$ cat src/rtl/multi_source_bear_range_sel_pkg.sv
// ============================================================================
// multi_source_bear_range_sel_pkg : register map and shared types for the
// bear/range multi-source selector.                          Revision 1.0
// ============================================================================
`default_nettype none

package multi_source_bear_range_sel_pkg;

   localparam int TMO_RST_DEF = 4000;
   localparam int MAX_SEL_W   = 3;

   // Wide enough for the largest supported source count (8).
   typedef logic [MAX_SEL_W-1:0] sel_t;

   localparam logic [2:0] W_BEAR_SEL = 3'd0;
   localparam logic [2:0] W_SYN_REQ  = 3'd1;
   localparam logic [2:0] W_AUTO_FO  = 3'd2;
   localparam logic [2:0] W_TIMEOUT  = 3'd3;

   localparam logic [2:0] R_CFG0     = 3'd0;
   localparam logic [2:0] R_CFG1     = 3'd1;
   localparam logic [2:0] R_ACTIVE   = 3'd2;
   localparam logic [2:0] R_LOST     = 3'd3;
   localparam logic [2:0] R_BEAR     = 3'd4;
   localparam logic [2:0] R_PERIOD   = 3'd5;
   localparam logic [2:0] R_FO_COUNT = 3'd6;
   localparam logic [2:0] R_ZERO     = 3'd7;

   function automatic sel_t clamp_sel(input logic [31:0] value, input int unsigned num_src);
      if (value >= num_src) return sel_t'(num_src - 1);
      return sel_t'(value);
   endfunction

endpackage

`default_nettype wire

$ cat src/rtl/multi_source_bear_range_sel_synclk_monitor.sv
// ============================================================================
// multi_source_bear_range_sel_synclk_monitor : synchronises one synclk input,
// detects rising edges and flags loss after TIMEOUT idle cycles. Revision 1.0
// ============================================================================
`default_nettype none

module multi_source_bear_range_sel_synclk_monitor
   import multi_source_bear_range_sel_pkg::*;
#(
   parameter int DATA_W = 12
) (
   input  logic              clk,
   input  logic              reset,
   input  logic              synclk,
   input  logic [DATA_W-1:0] timeout,
   output logic              edge_det,
   output logic              lost
);

   // sync[1:0] is the two-flop synchroniser, sync[2] the previous sample.
   logic [2:0]        sync;
   logic [DATA_W-1:0] idle;
   logic              lost_q;

   always_ff @(posedge clk) begin
      if (reset) begin
         sync   <= '0;
         idle   <= '0;
         lost_q <= 1'b0;
      end else begin
         sync <= {sync[1:0], synclk};
         if (edge_det)
            idle <= '0;
         else if (idle != '1)
            idle <= idle + 1'b1;
         if (timeout == '0 || edge_det)
            lost_q <= 1'b0;
         else if (idle == timeout)
            lost_q <= 1'b1;
      end
   end

   assign edge_det = sync[1] & ~sync[2];
   // Zero timeout disables detection immediately, not one cycle later.
   assign lost     = lost_q & (timeout != '0);

endmodule

`default_nettype wire

$ cat src/rtl/multi_source_bear_range_sel.sv
// ============================================================================
// multi_source_bear_range_sel : bear word and synclk source selection with
// loss monitoring, glitch-free switching and automatic failover. Revision 1.0
// ============================================================================
`default_nettype none

module multi_source_bear_range_sel
   import multi_source_bear_range_sel_pkg::*;
#(
   parameter  int NUM_SRC = 4,
   parameter  int BEAR_W  = 12,
   parameter  int DATA_W  = 12,
   parameter  int ADDR_W  = 3,
   parameter  int CNT_W   = 8,
   parameter  int TMO_RST = TMO_RST_DEF,
   localparam int SEL_W   = $clog2(NUM_SRC)
) (
   input  logic                      Clk,
   input  logic                      Reset,
   input  logic [ADDR_W-1:0]         WriteAddr,
   input  logic [DATA_W-1:0]         WriteData,
   input  logic                      WriteEnable,
   input  logic [ADDR_W-1:0]         ReadAddr,
   input  logic                      ReadEnable,
   output logic [DATA_W-1:0]         ReadData,
   input  logic [NUM_SRC*BEAR_W-1:0] SrcBear,
   input  logic [NUM_SRC-1:0]        SrcSynclk,
   output logic [BEAR_W-1:0]         BearOut,
   output logic                      SynclkOut,
   output logic [SEL_W-1:0]          ActiveSrc,
   output logic [NUM_SRC-1:0]        LostFlags,
   output logic                      FailoverPulse
);

   logic [SEL_W-1:0]   bear_sel, syn_req, active, active_nxt, live_idx, wr_sel;
   logic               auto_fo;
   logic [DATA_W-1:0]  timeout;
   logic [CNT_W-1:0]   period, period_cnt, period_inc, fo_count;
   logic [NUM_SRC-1:0] edges, lost;
   logic [DATA_W-1:0]  rd_mux;
   logic               wr_bear, wr_syn, wr_fo, wr_tmo;
   logic               fwd, any_live, fo_fire;

   for (genvar g = 0; g < NUM_SRC; g++) begin : g_mon
      multi_source_bear_range_sel_synclk_monitor #(
         .DATA_W (DATA_W)
      ) u_mon (
         .clk      (Clk),
         .reset    (Reset),
         .synclk   (SrcSynclk[g]),
         .timeout  (timeout),
         .edge_det (edges[g]),
         .lost     (lost[g])
      );
   end

   assign wr_bear = WriteEnable && (WriteAddr == ADDR_W'(W_BEAR_SEL));
   assign wr_syn  = WriteEnable && (WriteAddr == ADDR_W'(W_SYN_REQ));
   assign wr_fo   = WriteEnable && (WriteAddr == ADDR_W'(W_AUTO_FO));
   assign wr_tmo  = WriteEnable && (WriteAddr == ADDR_W'(W_TIMEOUT));
   assign wr_sel  = SEL_W'(clamp_sel(32'(WriteData), NUM_SRC));

   // Lowest-index source that is still alive.
   always_comb begin
      any_live = 1'b0;
      live_idx = '0;
      for (int i = NUM_SRC - 1; i >= 0; i--) begin
         if (!lost[i]) begin
            any_live = 1'b1;
            live_idx = SEL_W'(i);
         end
      end
   end

   // A software request written this cycle takes priority over failover.
   assign fo_fire = auto_fo && lost[active] && any_live && !wr_syn;

   // Switch only on an edge of the requested source, forwarding that edge alone.
   always_comb begin
      active_nxt = active;
      fwd        = edges[active];
      if (syn_req != active && edges[syn_req]) begin
         active_nxt = syn_req;
         fwd        = 1'b1;
      end
   end

   assign period_inc = (period_cnt == '1) ? period_cnt : period_cnt + 1'b1;

   always_comb begin
      rd_mux = '0;
      case (ReadAddr)
         ADDR_W'(R_CFG0):     rd_mux = DATA_W'(bear_sel);
         ADDR_W'(R_CFG1):     rd_mux = DATA_W'(syn_req);
         ADDR_W'(R_ACTIVE):   rd_mux = DATA_W'(active);
         ADDR_W'(R_LOST):     rd_mux = DATA_W'(lost);
         ADDR_W'(R_BEAR):     rd_mux = DATA_W'(BearOut);
         ADDR_W'(R_PERIOD):   rd_mux = DATA_W'(period);
         ADDR_W'(R_FO_COUNT): rd_mux = DATA_W'(fo_count);
         ADDR_W'(R_ZERO):     rd_mux = '0;
         default:             rd_mux = '0;
      endcase
   end

   always_ff @(posedge Clk) begin
      if (Reset) begin
         bear_sel      <= '0;
         syn_req       <= '0;
         auto_fo       <= 1'b0;
         timeout       <= DATA_W'(TMO_RST);
         active        <= '0;
         period        <= '0;
         period_cnt    <= '0;
         fo_count      <= '0;
         BearOut       <= '0;
         SynclkOut     <= 1'b0;
         FailoverPulse <= 1'b0;
         ReadData      <= '0;
      end else begin
         if (wr_bear) bear_sel <= wr_sel;
         if (wr_fo)   auto_fo  <= WriteData[0];
         if (wr_tmo)  timeout  <= WriteData;

         BearOut       <= SrcBear[int'(bear_sel)*BEAR_W +: BEAR_W];
         FailoverPulse <= fo_fire;

         if (wr_syn)
            syn_req <= wr_sel;
         else if (fo_fire)
            syn_req <= live_idx;

         if (fo_fire) begin
            active     <= live_idx;
            SynclkOut  <= 1'b0;
            period     <= '0;
            period_cnt <= '0;
            if (fo_count != '1) fo_count <= fo_count + 1'b1;
         end else begin
            active    <= active_nxt;
            SynclkOut <= fwd;
            if (active_nxt != active) begin
               period     <= '0;
               period_cnt <= '0;
            end else if (fwd) begin
               period     <= period_inc;
               period_cnt <= '0;
            end else begin
               period_cnt <= period_inc;
            end
         end

         if (ReadEnable) ReadData <= rd_mux;
      end
   end

   assign ActiveSrc = active;
   assign LostFlags = lost;

endmodule

`default_nettype wire

$ cat config.mk
export PLATFORM = sky130hd
export DESIGN_NAME = multi_source_bear_range_sel
export DESIGN_NICKNAME = d
export VERILOG_FILES = /design/src/rtl/multi_source_bear_range_sel_pkg.sv /design/src/rtl/multi_source_bear_range_sel_synclk_monitor.sv /design/src/rtl/multi_source_bear_range_sel.sv
export SDC_FILE = /design/constraint.sdc
export NUM_CORES = 1
export LEC_CHECK = 0
export ABC_AREA = 1
export BUFFER_PORTS_ARGS = -buffer_cell sky130_fd_sc_hd__buf_4
export CAP_MARGIN = 40
export CORE_MARGIN = 2
export CORE_UTILIZATION = 60
export CTS_CLUSTER_DIAMETER = 80
export CTS_CLUSTER_SIZE = 25
export DETAILED_ROUTE_END_ITERATION = 6
export MAX_ROUTING_LAYER = met4
export PLACE_DENSITY = 0.83
export SYNTH_ARGS = -nofsm -noshare
export SYNTH_HDL_FRONTEND = slang
export SYNTH_SLANG_ARGS = --single-unit
export TNS_END_PERCENT = 20
$ cat constraint.sdc
create_clock -name Clk -period 4.9 [get_ports Clk]
set_input_delay 0.735 -clock Clk [delete_from_list [all_inputs] [get_ports Clk]]
set_output_delay 0.735 -clock Clk [all_outputs]
set_load 0.01 [all_outputs]
==> results.ini, run 1 <==
[outcome]
status = finished clean

[place]
dp_hpwl_um = 11810
placed_area_sq_um = 7634
routabilityCongestion = 0.9112
placedCellCount = 1187
port_buffers = 105

[die]
start_util_pct = 60.83
die_y_um = 110.9
dieWidth_um = 110.9
fp.dieArea_sq_um = 12300
ios = 106
fp.coreArea_sq_um = 11270
num_rows = 39

[sta]
fmax_ghz = 0.3891
worst_pin_slew_ns = 0.8554
period_share_pct = 52.45
rsz0062_at_grt = false
fin_tns_setup_ns = 0
setup_violations = 0
skew_ns = 0.006823
hold_viol = 0
timing.slew.headroom_pct = 42.91
slew_viol_final = 0
period_needed_ns = 2.570

[power_and_ir_drop]
powerDensity_nw_per_um2 = 323.7
p_leak_nw = 3.581
ir_drop_mv = 0.3884

[cts]
cts_setup_buffers = 0
htree_levels = 4
cts.path.max_buffers = 2
postCtsHoldBufs = 0
root_buffer = clkbuf_16
clock_latency_ns = 0.43
cts_tree = done
clk_pin_slew_ns = 0.06
cts_resized = 0
clock_sinks = 133
cts_made_buffers = 17

[setup_path]
cp-end-kind = output port
crit_slowest_cell = dfxtp_1
cp_top_family = flip-flops
r2r_start = g_mon[3].u_mon.idle[0]$_SDFFE_PP0P_
critPathBufInv = 2
ff2ff_setup_slack_ns = 2.76
cp.arrival_ns = 1.84
crit_path_max_incr_delay_ns = 0.60
critical_path_required_ns = 4.16
path_cells = nor2_1 > nand2_1 > nor2_1 > nand2_2 > nand2_1 > inv_1 > buf_4
rr_endpoint = g_mon[3].u_mon.idle[4]$_SDFFE_PP0P_
rr_worst_depth = 11
cp.depth = 7
path_max_fanout = 12
critical_path_class = reg2out
cp-start-kind = flip-flop

[logic_synthesis]
synth_cell_type_count = 47
synth_ff_type = dfxtp_1
synthesis.area_sq_um = 6857
yosysSeqAreaShare_pct = 38.83
synth_cells = 976
synth.avg_cell_area_sq_um = 7.025
synth_seq_cells = 133
async_flop_share_pct = 0
synth_edf_count = 0
synth_nets = 1056
synth-warning-count = 0

[min_path]
min_path_type = reg2reg
whs_path_depth = 2
holdPathEnd = g_mon[1].u_mon.sync[1]$_SDFF_PP0_
hold_start = g_mon[1].u_mon.sync[0]$_SDFF_PP0_

[global_route]
grt_first_pass_wirelength_um = 27770
gr-total-overflow = 0
antenna_found_initial = 0
grt_usage_pct = 28.15
grt_max_degree = 45
grt_pass1_vias = 6108

[job]
maxCapViolCount = 0

[final_layout]
fin_cells = 1219
area_delta_synth_final_pct = 20.29
drive_above_1_share_pct = 15.24
num-fill-cells = 878
final_nets = 1143
antenna_cells = 0
fin_area_sq_um = 8248

[drt]
ant_nets = 0
wl_per_cell_um = 13.60
drc = 0
drt_iter0_markers = 444
num_vias = 6464
first_pass_iters = 5
via_per_inst = 5.303
routed_wl_um = 16580

==> registers in the layout, indices dropped and copies added, names as in the netlist, 2 cells and up <==
name and count:
ActiveSrc 2, BearOut 12, ReadData 12, bear_sel 2, fo_count 8, g_mon.u_mon.idle 48
g_mon.u_mon.lost_q 4, g_mon.u_mon.sync 12, period 8, period_cnt 8, syn_req 2, timeout 12
==> how the worst max path moves through the flow <==
stage	from	slack [ns]	end
3_3_place_gp	Reset	2.69	period_cnt[6]$_SDFF_PP0_
6_report	timeout[0]$_SDFFE_PP0P_	2.33	LostFlags[1]
5_1_grt	timeout[8]$_SDFFE_PP1P_	2.26	LostFlags[1]
4_1_cts	timeout[4]$_SDFFE_PP0P_	2.35	LostFlags[1]
2_1_floorplan	timeout[5]$_SDFFE_PP1P_	2.99	LostFlags[1]
3_5_place_dp	WriteAddr[2]	2.56	period[1]$_SDFFE_PP0P_
==> placed cells by master (no fill, tap or decap), types with 4 or more instances in the layout <==
cell / netlist / routed
xnor2_1: 13 / 13
nand4_1: 11 / 11
nor3_1: 21 / 21
or2_2: 8 / 8
inv_1: 122 / 122
ha_1: 6 / 6
dfxtp_1: 133 / 133
nor2_1: 171 / 171
a21oi_1: 55 / 55
buf_4: 4 / 106
a211oi_1: 4 / 4
a31oi_1: 5 / 5
o21ai_0: 77 / 77
o211ai_1: 8 / 8
clkbuf_1: 20 / 4
clkbuf_16: 0 / 17
nor4_1: 14 / 14
clkbuf_8: 0 / 4
nand2_1: 138 / 138
xor2_1: 55 / 55
nand3_1: 56 / 56
==> cell usage after synthesis, types with 2 or more instances <==
cell type	count	area, sq um
nor2_4	2	22.52
nor3_1	21	105.1
a31oi_1	5	31.28
xnor2_1	13	113.9
a211oi_1	4	30.03
nand2_1	138	518.0
nand2_4	3	33.78
nand3_2	3	30.03
nor4_1	14	87.58
nor2_1	171	641.9
o2111ai_1	3	26.28
o211ai_1	8	60.06
nand3_1	56	280.3
inv_2	3	11.26
ha_1	6	75.07
dfxtp_1	133	2663
a21oi_1	55	275.3
xor2_1	55	481.7
nand4_1	11	68.82
clkbuf_1	20	75.07
o21ai_2	2	17.52
buf_2	11	55.05
a221oi_1	3	26.28
o21ai_0	77	385.4
or2_2	8	50.05
nor2_2	2	12.51
buf_4	4	30.03
nand2_2	3	18.77
inv_1	122	457.9
buf_6	2	22.52
o21a_1	2	15.01
==> through the flow <==
step	hold WS (ns)	power [mW]	setup slack [ns]	utilization, %
floorplan	0.3883	1.278	2.991	-
global placement	0.3888	1.365	2.692	67.72
detailed placement	0.3959	1.371	2.561	67.72
CTS	0.4036	2.676	2.355	73.17
global route	0.4278	2.748	2.264	73.17
finish	0.4035	2.670	2.330	73.17
==> worst reg2reg max path: cells and delay by family (launching register included) <==
family | cells | cell delay, ns
DFF | 1 | 0.43
adders and majority gates | 1 | 0.23
buffers and inverters | 1 | 0.16
and+or+nand+nor | 8 | 1.05
xor gates and xnor gates | 1 | 0.16
==> layout make-up <==
| cell class | instances | area, sq um | share of cell area, % |
|---|---|---|---|
| clock buffers | 25 | 495.5 | 6.007 |
| repair buffers | 106 | 795.8 | 9.648 |
| well taps | 143 | 178.9 | 2.169 |
| multi-input cells | 677 | 3512 | 42.58 |
| inverters | 128 | 484.2 | 5.871 |
| flip-flops and latches | 133 | 2663 | 32.28 |
| clock inverters | 7 | 118.9 | 1.441 |
==> logic make-up after synthesis <==
| logic type | share of synthesized area, % |
|---|---|
| AND/OR/NAND/NOR | 27.92 |
| flip-flops | 38.83 |
| adder cells (fa/ha/maj) | 1.095 |
| AO/OA/AOI/OAI | 13.52 |
| XOR/XNOR | 8.686 |
| buffers and inverters | 9.945 |
==> power by group <==
| part | internal (mW) | leakage (nW) | total, mW | switching [mW] |
|---|---|---|---|---|
| Clock | 0.854 | 0.294 | 1.32 | 0.465 |
| Sequential | 1.11 | 1.08 | 1.15 | 0.0376 |
| Combinational | 0.0970 | 2.21 | 0.200 | 0.103 |
| Total | 2.06 | 3.58 | 2.67 | 0.606 |
==> per-layer routing <==
metal,vias to the layer above,GRT usage [%],share of wire (%)
li1,3316,-,-
met5,-,-,0
met1,2902,37.26,46
met2,216,43.68,46
met3,30,5.303,6.6
met4,0,9.500,1.9
(Power assumes the default switching activity.)
==> run 2: changes to the inputs <==
--- a/config.mk
+++ b/config.mk
@@ -9,12 +9,12 @@
 export BUFFER_PORTS_ARGS = -buffer_cell sky130_fd_sc_hd__buf_4
 export CAP_MARGIN = 40
 export CORE_MARGIN = 2
-export CORE_UTILIZATION = 60
+export CORE_UTILIZATION = 57
 export CTS_CLUSTER_DIAMETER = 80
 export CTS_CLUSTER_SIZE = 25
 export DETAILED_ROUTE_END_ITERATION = 6
 export MAX_ROUTING_LAYER = met4
-export PLACE_DENSITY = 0.83
+export PLACE_DENSITY = 0.79
 export SYNTH_ARGS = -nofsm -noshare
 export SYNTH_HDL_FRONTEND = slang
 export SYNTH_SLANG_ARGS = --single-unit
==> constraint.sdc (replaced) <==
create_clock -name Clk -period 2.4 [get_ports Clk]
set_input_delay 0.36 -clock Clk [delete_from_list [all_inputs] [get_ports Clk]]
set_output_delay 0.36 -clock Clk [all_outputs]
set_load 0.01 [all_outputs]
==> run 2 against run 1 <==
Clock skew decreased by 0.0014 ns. Sequential share of layout area decreased by 0.47 points. Critical path depth decreased by 1. Worst hold slack got worse by 0.28 ns. Worst setup slack got worse by 2.1 ns. Sequential power increased by 100%. Register-to-register slack got worse by 2.4 ns. Combinational power increased by 110%. Power increased by 110%. Count of clock-buffer cells in the layout decreased by 7.
==> results.ini, run 2 (synthesis results as in run 1) <==
[final_layout]
area_delta_synth_final_pct = 22.06  ; was 20.29%
final_cell_mix = nor2_1 (171), nand2_1 (138), dfxtp_1 (133)  ; unchanged
post-route-util_pct = 70.56  ; was 73.17%
final_nets = 1151  ; was 1143
antenna_cells = 0  ; unchanged
top_register = g_mon.u_mon.idle  ; unchanged
drive_above_1_share_pct = 16.24  ; was 15.24%
largest_reg_flops = 48  ; unchanged
layout_commonest_cell = nor2_1  ; unchanged
fin_area_sq_um = 8369  ; was 8248 sq um

[power_and_ir_drop]
net-switching-power_mw = 1.273  ; was 606.3 uW
seqPwrFrac_pct = 40.9  ; was 43.1%
powerDensity_nw_per_um2 = 682.5  ; was 323.7 nW/um^2
clkPwrFrac_pct = 51.6  ; was 49.4%
sw_frac_of_total_pct = 22.29  ; was 22.71%
power_mw = 5.712  ; was 2.670 mW
p_leak_nw = 3.648  ; was 3.581 nW
p_int_mw = 4.439  ; was 2.063 mW
power_frac_comb_pct = 7.5  ; about the same
ir_drop_mv = 0.5948  ; was 0.3884 mV

[cts]
clk_pin_slew_ns = 0.06  ; about the same
cts_resized = 0  ; unchanged
cts_setup_buffers = 0  ; unchanged
clock_sinks = 133  ; unchanged
htree_levels = 4  ; unchanged
cts_made_buffers = 17  ; unchanged
clock_latency_ns = 0.43  ; about the same
root_buffer = clkbuf_16  ; unchanged
postCtsHoldBufs = 0  ; unchanged
cts.path.max_buffers = 2  ; unchanged
cts_tree = done  ; unchanged

[drt]
first_pass_iters = 6  ; was 5
num_vias = 6531  ; was 6464
drc = 0  ; unchanged
wl_per_cell_um = 13.61  ; was 13.60 um
via_per_inst = 5.305  ; was 5.303
ant_nets = 0  ; unchanged
drt_iter0_markers = 483  ; was 444
routed_wl_um = 16760  ; was 16580 um

[global_route]
gr-total-overflow = 0  ; unchanged
antenna_found_initial = 0  ; unchanged
grt_first_pass_wirelength_um = 28280  ; was 27770 um
grt_pass1_vias = 6084  ; was 6108
grt_usage_pct = 28.21  ; was 28.15%
grt_max_degree = 29  ; was 45

[setup_path]
critical_path_class = reg2out  ; unchanged
cp-start-kind = flip-flop  ; unchanged
path_max_fanout = 12  ; unchanged
cp-end-kind = output port  ; unchanged
crit_slowest_cell = dfxtp_1  ; unchanged
critPathBufInv = 2  ; unchanged
crit_path_max_incr_delay_ns = 0.41  ; was 0.60 ns
path_cells = or2_1 > nor2_2 > nand2_2 > nand2_1 > inv_1 > buf_4  ; was nor2_1 > nand2_1 > nor2_1 > nand2_2 > nand2_1 > inv_1 > buf_4
cp_top_family = simple AND/OR/NAND/NOR gates  ; was flip-flops
cp.arrival_ns = 1.78  ; was 1.84 ns
critical_path_required_ns = 2.04  ; was 4.16 ns

[sta]
fmax_ghz = 0.4667
slew_viol_final = 0  ; unchanged
hold_viol = 0  ; unchanged
fin_tns_setup_ns = 0  ; unchanged
period_share_pct = 89.28
worst_slack_ns = 0.2573  ; was 2.330 ns
rsz0062_at_grt = false  ; unchanged
period_needed_ns = 2.143
worst_pin_slew_ns = 0.6338  ; was 0.8554 ns
timing.slew.headroom_pct = 57.42  ; was 42.91%
setup_violations = 0  ; unchanged
skew_ns = 0.005384  ; was 0.006823 ns

[die]
fp.coreArea_sq_um = 11860  ; was 11270 sq um
ios = 106  ; unchanged
dieWidth_um = 113.7  ; was 110.9 um
die_y_um = 113.7  ; was 110.9 um
fp.dieArea_sq_um = 12920  ; was 12300 sq um
num_rows = 40  ; was 39
start_util_pct = 57.81  ; was 60.83%

[min_path]
min_path_type = in2reg  ; was reg2reg

[job]
maxCapViolCount = 0  ; unchanged

[place]
dp_slack_ns = 0.4057  ; was 2.561 ns
placed_area_sq_um = 7699  ; was 7634 sq um
dp_hpwl_um = 12490  ; was 11810 um
port_buffers = 105  ; unchanged
routabilityCongestion = 0.9115  ; was 0.9112

[outcome]
status = finished clean  ; unchanged

[run 2: area by class of cell]
cell class	instances	area, sq um
Tap cell	147	183.9
Fill cell	999	3492
Multi-Input combinational cell	677	3512
Clock buffer	18	439.2
Sequential cell	133	2663
Clock inverter	14	231.5
Timing Repair Buffer	114	855.8
Inverter	128	484.2
[run 2: path summary, 6_finish.rpt]
path | startpoint | end | slack, ns | cells past startpoint
hold reg to reg | g_mon[1].u_mon.sync[0]$_SDFF_PP0_ | g_mon[1].u_mon.sync[1]$_SDFF_PP0_ | 0.40 | 2
setup reg to reg | g_mon[3].u_mon.idle[0]$_SDFFE_PP0P_ | g_mon[3].u_mon.idle[4]$_SDFFE_PP0P_ | 0.40 | 11
setup / recovery | timeout[4]$_SDFFE_PP0P_ | LostFlags[0] | 0.26 | 6
hold / removal | SrcSynclk[3] | g_mon[3].u_mon.sync[0]$_SDFF_PP0_ | 0.13 | 3
[run 2: per-stage QoR]
stage | hold WS, ns | cells
floorplan | 0.3883 | 976
global placement | 0.3886 | 1199
detailed placement | 0.3923 | 1199
CTS | 0.1117 | 1231
global route | 0.1267 | 1231
finish | 0.1251 | 1231
[run 2: layer usage]
layer / global-route usage, % / part of all wire [%] / vias up / wire length, um
li1: - / - / 3334 / -
met1: 36.33 / 46 / 2957 / 7784
met2: 43.83 / 46 / 211 / 7628
met3: 7.279 / 6.5 / 29 / 1084
met4: 8.780 / 1.6 / 0 / 261
met5: - / 0 / - / 0
[run 2: tightest hold or removal path: cells and delay by family]
kind / cells / cell delay (ns)
buffers and inverters: 2 / 0.10
AND/OR/NAND/NOR: 1 / 0.06
[run 2: power by group through the flow]
stage	Clock, mW	Sequential (mW)	Combinational (mW)
floorplan	0	2.37	0.243
global placement	0	2.38	0.416
detailed placement	0	2.38	0.420
CTS	2.98	2.34	0.426
global route	3.07	2.35	0.477
finish	2.95	2.34	0.427
